[config.mk]
export PLATFORM = sky130hd
export DESIGN_NAME = sramlike_axi_bridge
export DESIGN_NICKNAME = d
export VERILOG_FILES = /design/src/rtl/bridge_pkg.sv /design/src/rtl/sramlike_arbiter.sv /design/src/rtl/sramlike_axi_bridge.sv
export SDC_FILE = /design/constraint.sdc
export NUM_CORES = 1
export LEC_CHECK = 0
export ABC_CLOCK_PERIOD_IN_PS = 8200
export CORE_AREA = 5 5 150 152
export DETAILED_ROUTE_END_ITERATION = 6
export DIE_AREA = 0 0 155 157
export GPL_ROUTABILITY_DRIVEN = 0
export GPL_TIMING_DRIVEN = 0
export PLACE_DENSITY_LB_ADDON = 0.05
export SYNTH_ARGS = -nofsm -noshare
export SYNTH_HDL_FRONTEND = slang
export SYNTH_HIERARCHICAL = 1
export SYNTH_SLANG_ARGS = --single-unit
[constraint.sdc]
create_clock -name clock -period 8.2 [get_ports clock]
set_input_delay 1.23 -clock clock [delete_from_list [all_inputs] [get_ports clock]]
set_output_delay 1.23 -clock clock [all_outputs]
set_load 0.03 [all_outputs]
[src/rtl/bridge_pkg.sv]
// Shared types and AXI constants for the SRAM-like to AXI4 bridge.
package bridge_pkg;

  typedef enum logic [2:0] {
    ST_IDLE    = 3'd0,
    ST_RD_ADDR = 3'd1,
    ST_RD_DATA = 3'd2,
    ST_WR      = 3'd3,
    ST_WR_RESP = 3'd4
  } state_t;

  localparam logic [2:0] AXI_SIZE_4B    = 3'b010;
  localparam logic [1:0] AXI_BURST_INCR = 2'b01;
  localparam logic [1:0] AXI_RESP_OKAY  = 2'b00;

endpackage

[src/rtl/sramlike_arbiter.sv]
// Fixed-priority grant between the instruction and data SRAM-like ports.
module sramlike_arbiter #(
  parameter logic DATA_PRIORITY = 1'b1
) (
  input  logic [3:0] inst_cen,
  input  logic [3:0] data_cen,
  output logic       grant,
  output logic       owner
);

  logic inst_req_s;
  logic data_req_s;

  assign inst_req_s = |inst_cen;
  assign data_req_s = |data_cen;
  assign grant      = inst_req_s | data_req_s;

  // owner: 1 selects the data port, 0 the instruction port
  always_comb begin
    owner = 1'b0;
    if (inst_req_s && data_req_s) begin
      owner = DATA_PRIORITY;
    end else if (data_req_s) begin
      owner = 1'b1;
    end else begin
      owner = 1'b0;
    end
  end

endmodule

[src/rtl/sramlike_axi_bridge.sv]
// Bridges the core's instruction and data SRAM-like ports onto one
// single-beat AXI4 master, one transaction outstanding at a time.
module sramlike_axi_bridge
  import bridge_pkg::*;
#(
  parameter logic       DATA_PRIORITY = 1'b1,
  parameter logic [3:0] AXI_ID        = 4'd0
) (
  input  logic        clock,
  input  logic        reset,
  input  logic [3:0]  inst_sram_cen,
  input  logic        inst_sram_wr,
  input  logic [31:0] inst_sram_addr,
  input  logic [31:0] inst_sram_wdata,
  output logic        inst_sram_ack,
  output logic        inst_sram_rrdy,
  output logic [31:0] inst_sram_rdata,
  input  logic [3:0]  data_sram_cen,
  input  logic        data_sram_wr,
  input  logic [31:0] data_sram_addr,
  input  logic [31:0] data_sram_wdata,
  output logic        data_sram_ack,
  output logic        data_sram_rrdy,
  output logic [31:0] data_sram_rdata,
  output logic [3:0]  m_axi_awid,
  output logic [31:0] m_axi_awaddr,
  output logic [7:0]  m_axi_awlen,
  output logic [2:0]  m_axi_awsize,
  output logic [1:0]  m_axi_awburst,
  output logic        m_axi_awvalid,
  input  logic        m_axi_awready,
  output logic [31:0] m_axi_wdata,
  output logic [3:0]  m_axi_wstrb,
  output logic        m_axi_wlast,
  output logic        m_axi_wvalid,
  input  logic        m_axi_wready,
  input  logic        m_axi_bvalid,
  output logic        m_axi_bready,
  input  logic [1:0]  m_axi_bresp,
  output logic [3:0]  m_axi_arid,
  output logic [31:0] m_axi_araddr,
  output logic [7:0]  m_axi_arlen,
  output logic [2:0]  m_axi_arsize,
  output logic [1:0]  m_axi_arburst,
  output logic        m_axi_arvalid,
  input  logic        m_axi_arready,
  input  logic        m_axi_rvalid,
  output logic        m_axi_rready,
  input  logic [31:0] m_axi_rdata,
  input  logic [1:0]  m_axi_rresp,
  input  logic        m_axi_rlast,
  output logic        bus_err
);

  state_t      state_r, state_s;
  logic        owner_r;
  logic [31:0] addr_r;
  logic [31:0] wdata_r;
  logic [3:0]  wstrb_r;
  logic        aw_done_r;
  logic        w_done_r;
  logic        bus_err_r;
  logic [31:0] inst_rdata_r;
  logic [31:0] data_rdata_r;

  logic        grant_s;
  logic        owner_s;
  logic        req_wr_s;
  logic [31:0] req_addr_s;
  logic [31:0] req_wdata_s;
  logic [3:0]  req_cen_s;
  logic        aw_hs_s;
  logic        w_hs_s;
  logic        rd_done_s;
  logic        wr_done_s;
  logic        unused_rlast_s;

  assign unused_rlast_s = m_axi_rlast;

  sramlike_arbiter #(
    .DATA_PRIORITY (DATA_PRIORITY)
  ) u_arbiter (
    .inst_cen (inst_sram_cen),
    .data_cen (data_sram_cen),
    .grant    (grant_s),
    .owner    (owner_s)
  );

  // Request fields of whichever port the arbiter picked
  always_comb begin
    req_wr_s    = 1'b0;
    req_addr_s  = 32'd0;
    req_wdata_s = 32'd0;
    req_cen_s   = 4'd0;
    if (owner_s) begin
      req_wr_s    = data_sram_wr;
      req_addr_s  = data_sram_addr;
      req_wdata_s = data_sram_wdata;
      req_cen_s   = data_sram_cen;
    end else begin
      req_wr_s    = inst_sram_wr;
      req_addr_s  = inst_sram_addr;
      req_wdata_s = inst_sram_wdata;
      req_cen_s   = inst_sram_cen;
    end
  end

  assign m_axi_arvalid = (state_r == ST_RD_ADDR);
  assign m_axi_rready  = (state_r == ST_RD_DATA);
  assign m_axi_awvalid = (state_r == ST_WR) && !aw_done_r;
  assign m_axi_wvalid  = (state_r == ST_WR) && !w_done_r;
  assign m_axi_wlast   = m_axi_wvalid;
  assign m_axi_bready  = (state_r == ST_WR_RESP);

  assign aw_hs_s   = m_axi_awvalid && m_axi_awready;
  assign w_hs_s    = m_axi_wvalid && m_axi_wready;
  assign rd_done_s = m_axi_rready && m_axi_rvalid;
  assign wr_done_s = m_axi_bready && m_axi_bvalid;

  assign m_axi_awid    = AXI_ID;
  assign m_axi_arid    = AXI_ID;
  assign m_axi_awaddr  = addr_r;
  assign m_axi_araddr  = addr_r;
  assign m_axi_awlen   = 8'd0;
  assign m_axi_arlen   = 8'd0;
  assign m_axi_awsize  = AXI_SIZE_4B;
  assign m_axi_arsize  = AXI_SIZE_4B;
  assign m_axi_awburst = AXI_BURST_INCR;
  assign m_axi_arburst = AXI_BURST_INCR;
  assign m_axi_wdata   = wdata_r;
  assign m_axi_wstrb   = wstrb_r;
  assign bus_err       = bus_err_r;

  // Next-state logic for the single-outstanding transaction FSM
  always_comb begin
    state_s = state_r;
    case (state_r)
      ST_IDLE: begin
        if (grant_s) begin
          state_s = req_wr_s ? ST_WR : ST_RD_ADDR;
        end else begin
          state_s = ST_IDLE;
        end
      end
      ST_RD_ADDR: begin
        if (m_axi_arready) begin
          state_s = ST_RD_DATA;
        end else begin
          state_s = ST_RD_ADDR;
        end
      end
      ST_RD_DATA: begin
        if (m_axi_rvalid) begin
          state_s = ST_IDLE;
        end else begin
          state_s = ST_RD_DATA;
        end
      end
      ST_WR: begin
        if ((aw_done_r || aw_hs_s) && (w_done_r || w_hs_s)) begin
          state_s = ST_WR_RESP;
        end else begin
          state_s = ST_WR;
        end
      end
      ST_WR_RESP: begin
        if (m_axi_bvalid) begin
          state_s = ST_IDLE;
        end else begin
          state_s = ST_WR_RESP;
        end
      end
      default: state_s = ST_IDLE;
    endcase
  end

  // FSM state register
  always_ff @(posedge clock or posedge reset) begin
    if (reset) begin
      state_r <= ST_IDLE;
    end else begin
      state_r <= state_s;
    end
  end

  // Request latch on grant and per-channel write progress
  always_ff @(posedge clock or posedge reset) begin
    if (reset) begin
      owner_r   <= 1'b0;
      addr_r    <= 32'd0;
      wdata_r   <= 32'd0;
      wstrb_r   <= 4'd0;
      aw_done_r <= 1'b0;
      w_done_r  <= 1'b0;
    end else if (state_r == ST_IDLE && grant_s) begin
      owner_r   <= owner_s;
      addr_r    <= req_addr_s;
      wdata_r   <= req_wdata_s;
      wstrb_r   <= req_cen_s;
      aw_done_r <= 1'b0;
      w_done_r  <= 1'b0;
    end else if (state_r == ST_WR) begin
      aw_done_r <= aw_done_r | aw_hs_s;
      w_done_r  <= w_done_r | w_hs_s;
    end
  end

  // Sticky error flag and last-read data held per port
  always_ff @(posedge clock or posedge reset) begin
    if (reset) begin
      bus_err_r    <= 1'b0;
      inst_rdata_r <= 32'd0;
      data_rdata_r <= 32'd0;
    end else begin
      if ((rd_done_s && m_axi_rresp != AXI_RESP_OKAY) ||
          (wr_done_s && m_axi_bresp != AXI_RESP_OKAY)) begin
        bus_err_r <= 1'b1;
      end
      if (rd_done_s && !owner_r) begin
        inst_rdata_r <= m_axi_rdata;
      end
      if (rd_done_s && owner_r) begin
        data_rdata_r <= m_axi_rdata;
      end
    end
  end

  // Port-side handshakes; rdata passes the beat through in its rrdy cycle
  always_comb begin
    inst_sram_ack   = (state_r == ST_IDLE) && grant_s && !owner_s && !reset;
    data_sram_ack   = (state_r == ST_IDLE) && grant_s && owner_s && !reset;
    inst_sram_rrdy  = (rd_done_s || wr_done_s) && !owner_r;
    data_sram_rrdy  = (rd_done_s || wr_done_s) && owner_r;
    inst_sram_rdata = inst_rdata_r;
    data_sram_rdata = data_rdata_r;
    if (rd_done_s && !owner_r) begin
      inst_sram_rdata = m_axi_rdata;
    end else begin
      inst_sram_rdata = inst_rdata_r;
    end
    if (rd_done_s && owner_r) begin
      data_sram_rdata = m_axi_rdata;
    end else begin
      data_sram_rdata = data_rdata_r;
    end
  end

endmodule

==> results of run 1 <==
[critical path, cell delays in order]
cell             delay (ps)
clkdlybuf4s50_1         420
or4_4                   530
buf_2                   210
clkbuf_1                340
nor3_1                  260
clkdlybuf4s50_1         740
[per-layer routing]
layer	up-vias	wire length [um]	track usage [%]
met5	-	27	0
met4	4	259	4.88
met3	21	2350	7.81
met2	223	11300	30.9
met1	2502	8170	19.7
li1	2612	-	-
[path summary, 6_finish.rpt]
kind,startpoint,endpoint,slack (ps),cells after the start
max reg2reg,state_r[2],m_axi_araddr[14],6330,5
max in group asynchronous,reset,m_axi_wdata[23],6100,3
min reg2reg,bus_err,bus_err,480,2
min in group asynchronous,reset,state_r[1],1320,2
max,data_sram_cen[1],inst_sram_ack,3230,6
min,bus_err,bus_err,480,2
[area by class of cell]
type	count	area share (%)
Buffer	100	6.68
Tap cell	275	3.05
Inverter	2	0.111
Sequential cell	139	30.8
Antenna cell	1	0.0222
Clock buffer	17	3.77
Multi-Input combinational cell	344	22.5
Clock inverter	15	1.34
Timing Repair Buffer	356	31.7
[sequential cells by signal (all words and copies together), names as in the netlist]
signal,cells
m_axi_araddr,32
aw_done_r,1
w_done_r,1
m_axi_wstrb,4
m_axi_wdata,32
inst_rdata_r,32
owner_r,1
state_r,3
bus_err,1
data_rdata_r,32
[per-stage QoR]
step	cells	cell area (um2)	hold slack, ps	util [%]
6_report	1249	11300	479	54.0
5_1_grt	1249	11300	502	54.0
4_1_cts	1248	11300	488	54.0
3_5_place_dp	1216	10700	468	51.3
3_3_place_gp	1215	10700	471	51.1
2_1_floorplan	585	6780	485	-
[cells in the final DEF, fill, tap and decap left out, drive strengths merged, types with 4 or more instances in the layout]
cell	n
conb	34
clkbuf	19
dfrtp	139
mux2	65
a21oi	72
nand3b	4
nand2	4
buf	99
mux2i	69
nor2	74
clkdlybuf4s50	355
inv	11
[power groups by stage]
stage	Sequential, mW	Combinational [mW]	Clock, mW
2_1_floorplan	1.45	1.25	0
3_3_place_gp	1.14	2.65	0
3_5_place_dp	1.14	2.66	0
4_1_cts	1.13	2.67	0.785
5_1_grt	1.16	2.80	0.809
6_report	1.13	2.63	0.758
[kinds of logic (layout without fill, tap and decap cells)]
group	count (synthesis)	count (layout)	synth area share (%)
DFF	139	139	52.2
AOI/OAI and AO/OA	78	78	6.01
muxes	134	134	23.1
other	2	35	0.113
and+or+nand+nor	98	98	7.12
buffers and inverters	102	490	11.4
==> out/metrics.yaml, run 1 <==
power_and_ir_drop:
  switching_share_pct: 43.2
  p_int_mw: 2.56
  p_per_area_nw_per_um2: 400
  pwr-share-clk_pct: 16.8
  p_switching_mw: 1.95
  ir_drop_v: 0.000184
  seqPwrFrac_pct: 25.1
  p_comb_share_pct: 58.2
  leakage_nw: 5.25
  power.total_mw: 4.52
clock_tree:
  cts-root-buf: "clkbuf_16"
  holdBufCountCts: 0
  numCtsBuffers: 17
  post_cts_resized: 0
  clkTransAtPathRegs_ps: 60
  cts_setup_buffers: 0
  cts_max_level: 4
  insertion_delay_ps: 420
  clk_path_buf_depth: 2
  clock-sinks: 139
  cts_tree: "built"
worst_hold_path:
  hp-class: "flip-flop to flip-flop"
logic_synthesis:
  synth_edf_count: 0
  yosys_warnings: 6
  syn_avg_cell_area_um2: 12.0
  synth_top_area_share_pct: 52.2
  synth_ff_type: "dfrtp_1"
  synthArstFlopShare_pct: 100
  ys_seq_area_share_pct: 52.2
  yosysMostFrequentCell: "dfrtp_1"
  netlist_area_um2: 6660
  synth_top_area_cell: "dfrtp_1"
  synth_seq_cells: 139
  synth_cells: 553
  ys_top_cells_by_area: "dfrtp_1 (52%), mux2i_1 (10%), buf_4 (8.1%)"
  synthTopCellsByCount: "dfrtp_1 (139), nor2_1 (74), a21oi_1 (72), buf_4 (72), mux2i_1 (69)"
  yosysUniqueCellTypes: 36
routing:
  vias: 5362
  dr.first_iter.drc_count: 128
  drc_errors: 0
  wl_per_cell_um: 17.7
  postRouteAntennaNets: 0
  drt-vias-per-instance: 4.29
  routed_wl_mm: 22.1
  drtPass1Iterations: 4
cells_and_area:
  area_growth_syn_to_layout_pct: 69.5
  ff_latch_area_um2: 3480
  layout-drive-gt1-share_pct: 20.1
  finalNetCount: 1142
  multi_input_area_um2: 2540
  final.fill_count: 1926
place:
  port_buffers: 355
  place_hpwl_mm: 17.5
  pre_cts_ws_ps: 3170
die:
  start_util_pct: 31.9
  die_h_um: 157
  die_x_um: 155
  die-area_um2: 24300
  boundaryPins: 391
  placementRows: 53
  core_area_um2: 20900
run_status:
  outcome: "completed"
critical_path:
  crit_type: "input port to output port"
  cp-end-kind: "output port"
  arrival_ps: 3740
  cp-start-kind: "input port"
  cp_max_fo: 10
  worstPathRequired_ps: 6970
flow_run:
  maxCapViolations: 0
timing:
  fin_skew_ps: 9.58
  worstMarginPinSlew_ps: 689
  setup_slack_ps: 3230
  timing.slew.headroom_pct: 54.1
  period_needed_ps: 4970
  maxSlewViolCount: 0
  hold_viol_final: 0
  fmax_mhz: 201
  timing.setup.tns_ps: 0
  finalSetupViolCount: 0
  rsz0062_at_grt: "no"
  period_share_pct: 60.6
grt:
  grtUsageTotal_pct: 17.7
  grt_start_max_net_pins: 72
  antenna_found_initial: 3
  gr-total-overflow: 0
  grt_pass1_vias: 5539
  grt_pass1_wl_mm: 32.8
No activity file was read; power rests on OpenSTA's default activity.
==> run 2: changes to the inputs <==
Settings changed: ABC_CLOCK_PERIOD_IN_PS 8200 to 4000, CORE_AREA 5 5 150 152 to 5 5 149 151, DIE_AREA 0 0 155 157 to 0 0 154 156.
Clock period 8.2 ns to 4 ns, I/O delays scaled along.
==> out/metrics.yaml, run 2 (synthesized netlist as in run 1, its figures left out) <==
clock_tree:
  numCtsBuffers: 17  # unchanged
  cts_tree: "built"
  clk_path_buf_depth: 2  # unchanged
  clock-sinks: 139  # unchanged
  post_cts_resized: 0  # unchanged
  holdBufCountCts: 0  # unchanged
  cts-root-buf: "clkbuf_16"
  cts_setup_buffers: 0  # unchanged
  cts_max_level: 4  # unchanged
  insertion_delay_ps: 410  # about the same
  clkTransAtPathRegs_ps: 60  # about the same
critical_path:
  cp-end-kind: "output port"
  crit_type: "input port to output port"
  cp-start-kind: "input port"
  arrival_ps: 3170  # -570 ps
  r2r_cells: 5  # unchanged
  worstPathRequired_ps: 3400  # -3570 ps
  cp_max_fo: 10  # unchanged
routing:
  postRouteAntennaNets: 0  # unchanged
  drt-vias-per-instance: 4.33  # +0.85%
  drc_errors: 0  # unchanged
  wl_per_cell_um: 17.8  # +0.89%
  dr.first_iter.drc_count: 211  # +65%
  drtPass1Iterations: 4  # unchanged
  routed_wl_mm: 22.2  # +0.81%
  vias: 5403  # +0.76%
power_and_ir_drop:
  p_int_mw: 5.33  # +110%
  p_switching_mw: 3.95  # +100%
  leakage_nw: 5.26  # about the same
  pwr-share-clk_pct: 16.7  # about the same
  p_comb_share_pct: 58.1  # about the same
  switching_share_pct: 42.6  # -0.67 points
  ir_drop_v: 0.000335  # +82%
  seqPwrFrac_pct: 25.2  # about the same
  p_per_area_nw_per_um2: 820  # +100%
cells_and_area:
  final.fill_count: 1857  # -3.6%
  n_antenna_cell: 0  # -1
  layout-drive-gt1-share_pct: 20.0  # -0.10 points
  final_common_cell: "clkdlybuf4s50_1"
  fin_area_um2: 11300  # +0.23%
  area_growth_syn_to_layout_pct: 69.9
  layout.cells.non_filler: 1248  # -0.080%
  finalNetCount: 1144  # +0.18%
  final_cell_mix: "clkdlybuf4s50_1 (355), dfrtp_1 (139), nor2_1 (74)"
timing:
  fin_skew_ps: 9.71  # +0.127 ps
  fmax_mhz: 265
  timing.slew.headroom_pct: 49.0  # -5.1 points
  setup_slack_ps: 229  # -3000 ps
  hold_viol_final: 0  # unchanged
  finalSetupViolCount: 0  # unchanged
  worstMarginPinSlew_ps: 766  # +76.8 ps
  holdWs_ps: 477  # -1.75 ps
  period_share_pct: 94.3
  rsz0062_at_grt: "no"
  period_needed_ps: 3770
  maxSlewViolCount: 0  # unchanged
die:
  die-area_um2: 24000  # -1.3%
  placementRows: 53  # unchanged
  boundaryPins: 391  # unchanged
  die_x_um: 154  # -0.65%
  start_util_pct: 32.2  # +0.31 points
  core_area_um2: 20700  # -0.95%
  die_h_um: 156  # -0.64%
flow_run:
  maxCapViolations: 0  # unchanged
place:
  dpl.cell_count: 1218  # +0.16%
  place_hpwl_mm: 17.5  # about the same
  pre_cts_ws_ps: 226  # -2940 ps
  dpl-instance-area_um2: 10700  # +0.29%
  port_buffers: 355  # unchanged
grt:
  grt_pass1_wl_mm: 33.5  # +2.2%
  grtUsageTotal_pct: 18.0  # +0.32 points
  gr-total-overflow: 0  # unchanged
  grt_start_max_net_pins: 41  # -43%
  grt_pass1_vias: 5714  # +3.2%
  antenna_found_initial: 0  # -3
run_status:
  outcome: "completed"
worst_hold_path:
  hp-class: "flip-flop to flip-flop"
  hold_depth: 2  # unchanged
run 2: changes by cell type in the layout (fill, tap and decap cells not counted), sizes merged:
cell | previous run | this run
diode | 1 | 0
inv | 11 | 3
bufinv | 1 | 2
buf | 99 | 101
clkinv | 3 | 2
clkbuf | 19 | 22
clkinvlp | 2 | 5
run 2: through the flow:
step | total power [mW] | setup TNS, ps | util (%)
2_1_floorplan | 5.53 | 0 | -
3_3_place_gp | 7.76 | -2110 | 51.6
3_5_place_dp | 7.81 | 0 | 51.9
4_1_cts | 9.40 | 0 | 54.7
5_1_grt | 9.77 | 0 | 54.7
6_report | 9.27 | 0 | 54.7
run 2: power by group through the flow:
stage / logic, mW / clock network, mW / registers [mW]
detailed placement: 5.45 / 0 / 2.35
floorplan: 2.57 / 0 / 2.96
global route: 5.72 / 1.64 / 2.41
global placement: 5.43 / 0 / 2.34
finish: 5.39 / 1.55 / 2.34
CTS: 5.47 / 1.59 / 2.34
run 2: critical path, cell delays in order:
cell             delay (ps)
clkdlybuf4s50_1         450
or4_4                   530
buf_2                   220
clkbuf_1                370
nor3_1                  270
clkdlybuf4s50_1         730
run 2: final cells by class:
class,instances,area (um2),area share [%]
Buffer,100,754,6.67
Clock buffer,20,457,4.04
Clock inverter,10,118,1.04
Inverter,2,11.3,0.0995
Multi-Input combinational cell,344,2540,22.4
Sequential cell,139,3480,30.7
Tap cell,275,344,3.04
Timing Repair Buffer,358,3610,31.9
run 2: worst paths after layout:
check | start | endpoint | slack [ps]
max | data_sram_cen[0] | inst_sram_ack | 230
min | bus_err | bus_err | 480
max reg2reg | state_r[2] | m_axi_araddr[15] | 2150
min reg2reg | bus_err | bus_err | 480
max in group asynchronous | reset | inst_rdata_r[11] | 2440
min in group asynchronous | reset | m_axi_araddr[22] | 670
run 2: metal layers:
| metal | GRT usage, % | vias to the layer above | part of all wire (%) |
|---|---|---|---|
| met5 | 0 | - | 0 |
| met4 | 4.84 | 0 | 1.3 |
| met3 | 6.63 | 17 | 8.6 |
| met2 | 30.7 | 230 | 50 |
| met1 | 21.6 | 2553 | 41 |
| li1 | - | 2603 | - |
==> run 3: changes to the inputs <==
Settings changed: ABC_CLOCK_PERIOD_IN_PS 4000 to not set.
==> results of run 3 <==
The final DEF is identical to that of run 2; final timing and power are the same.
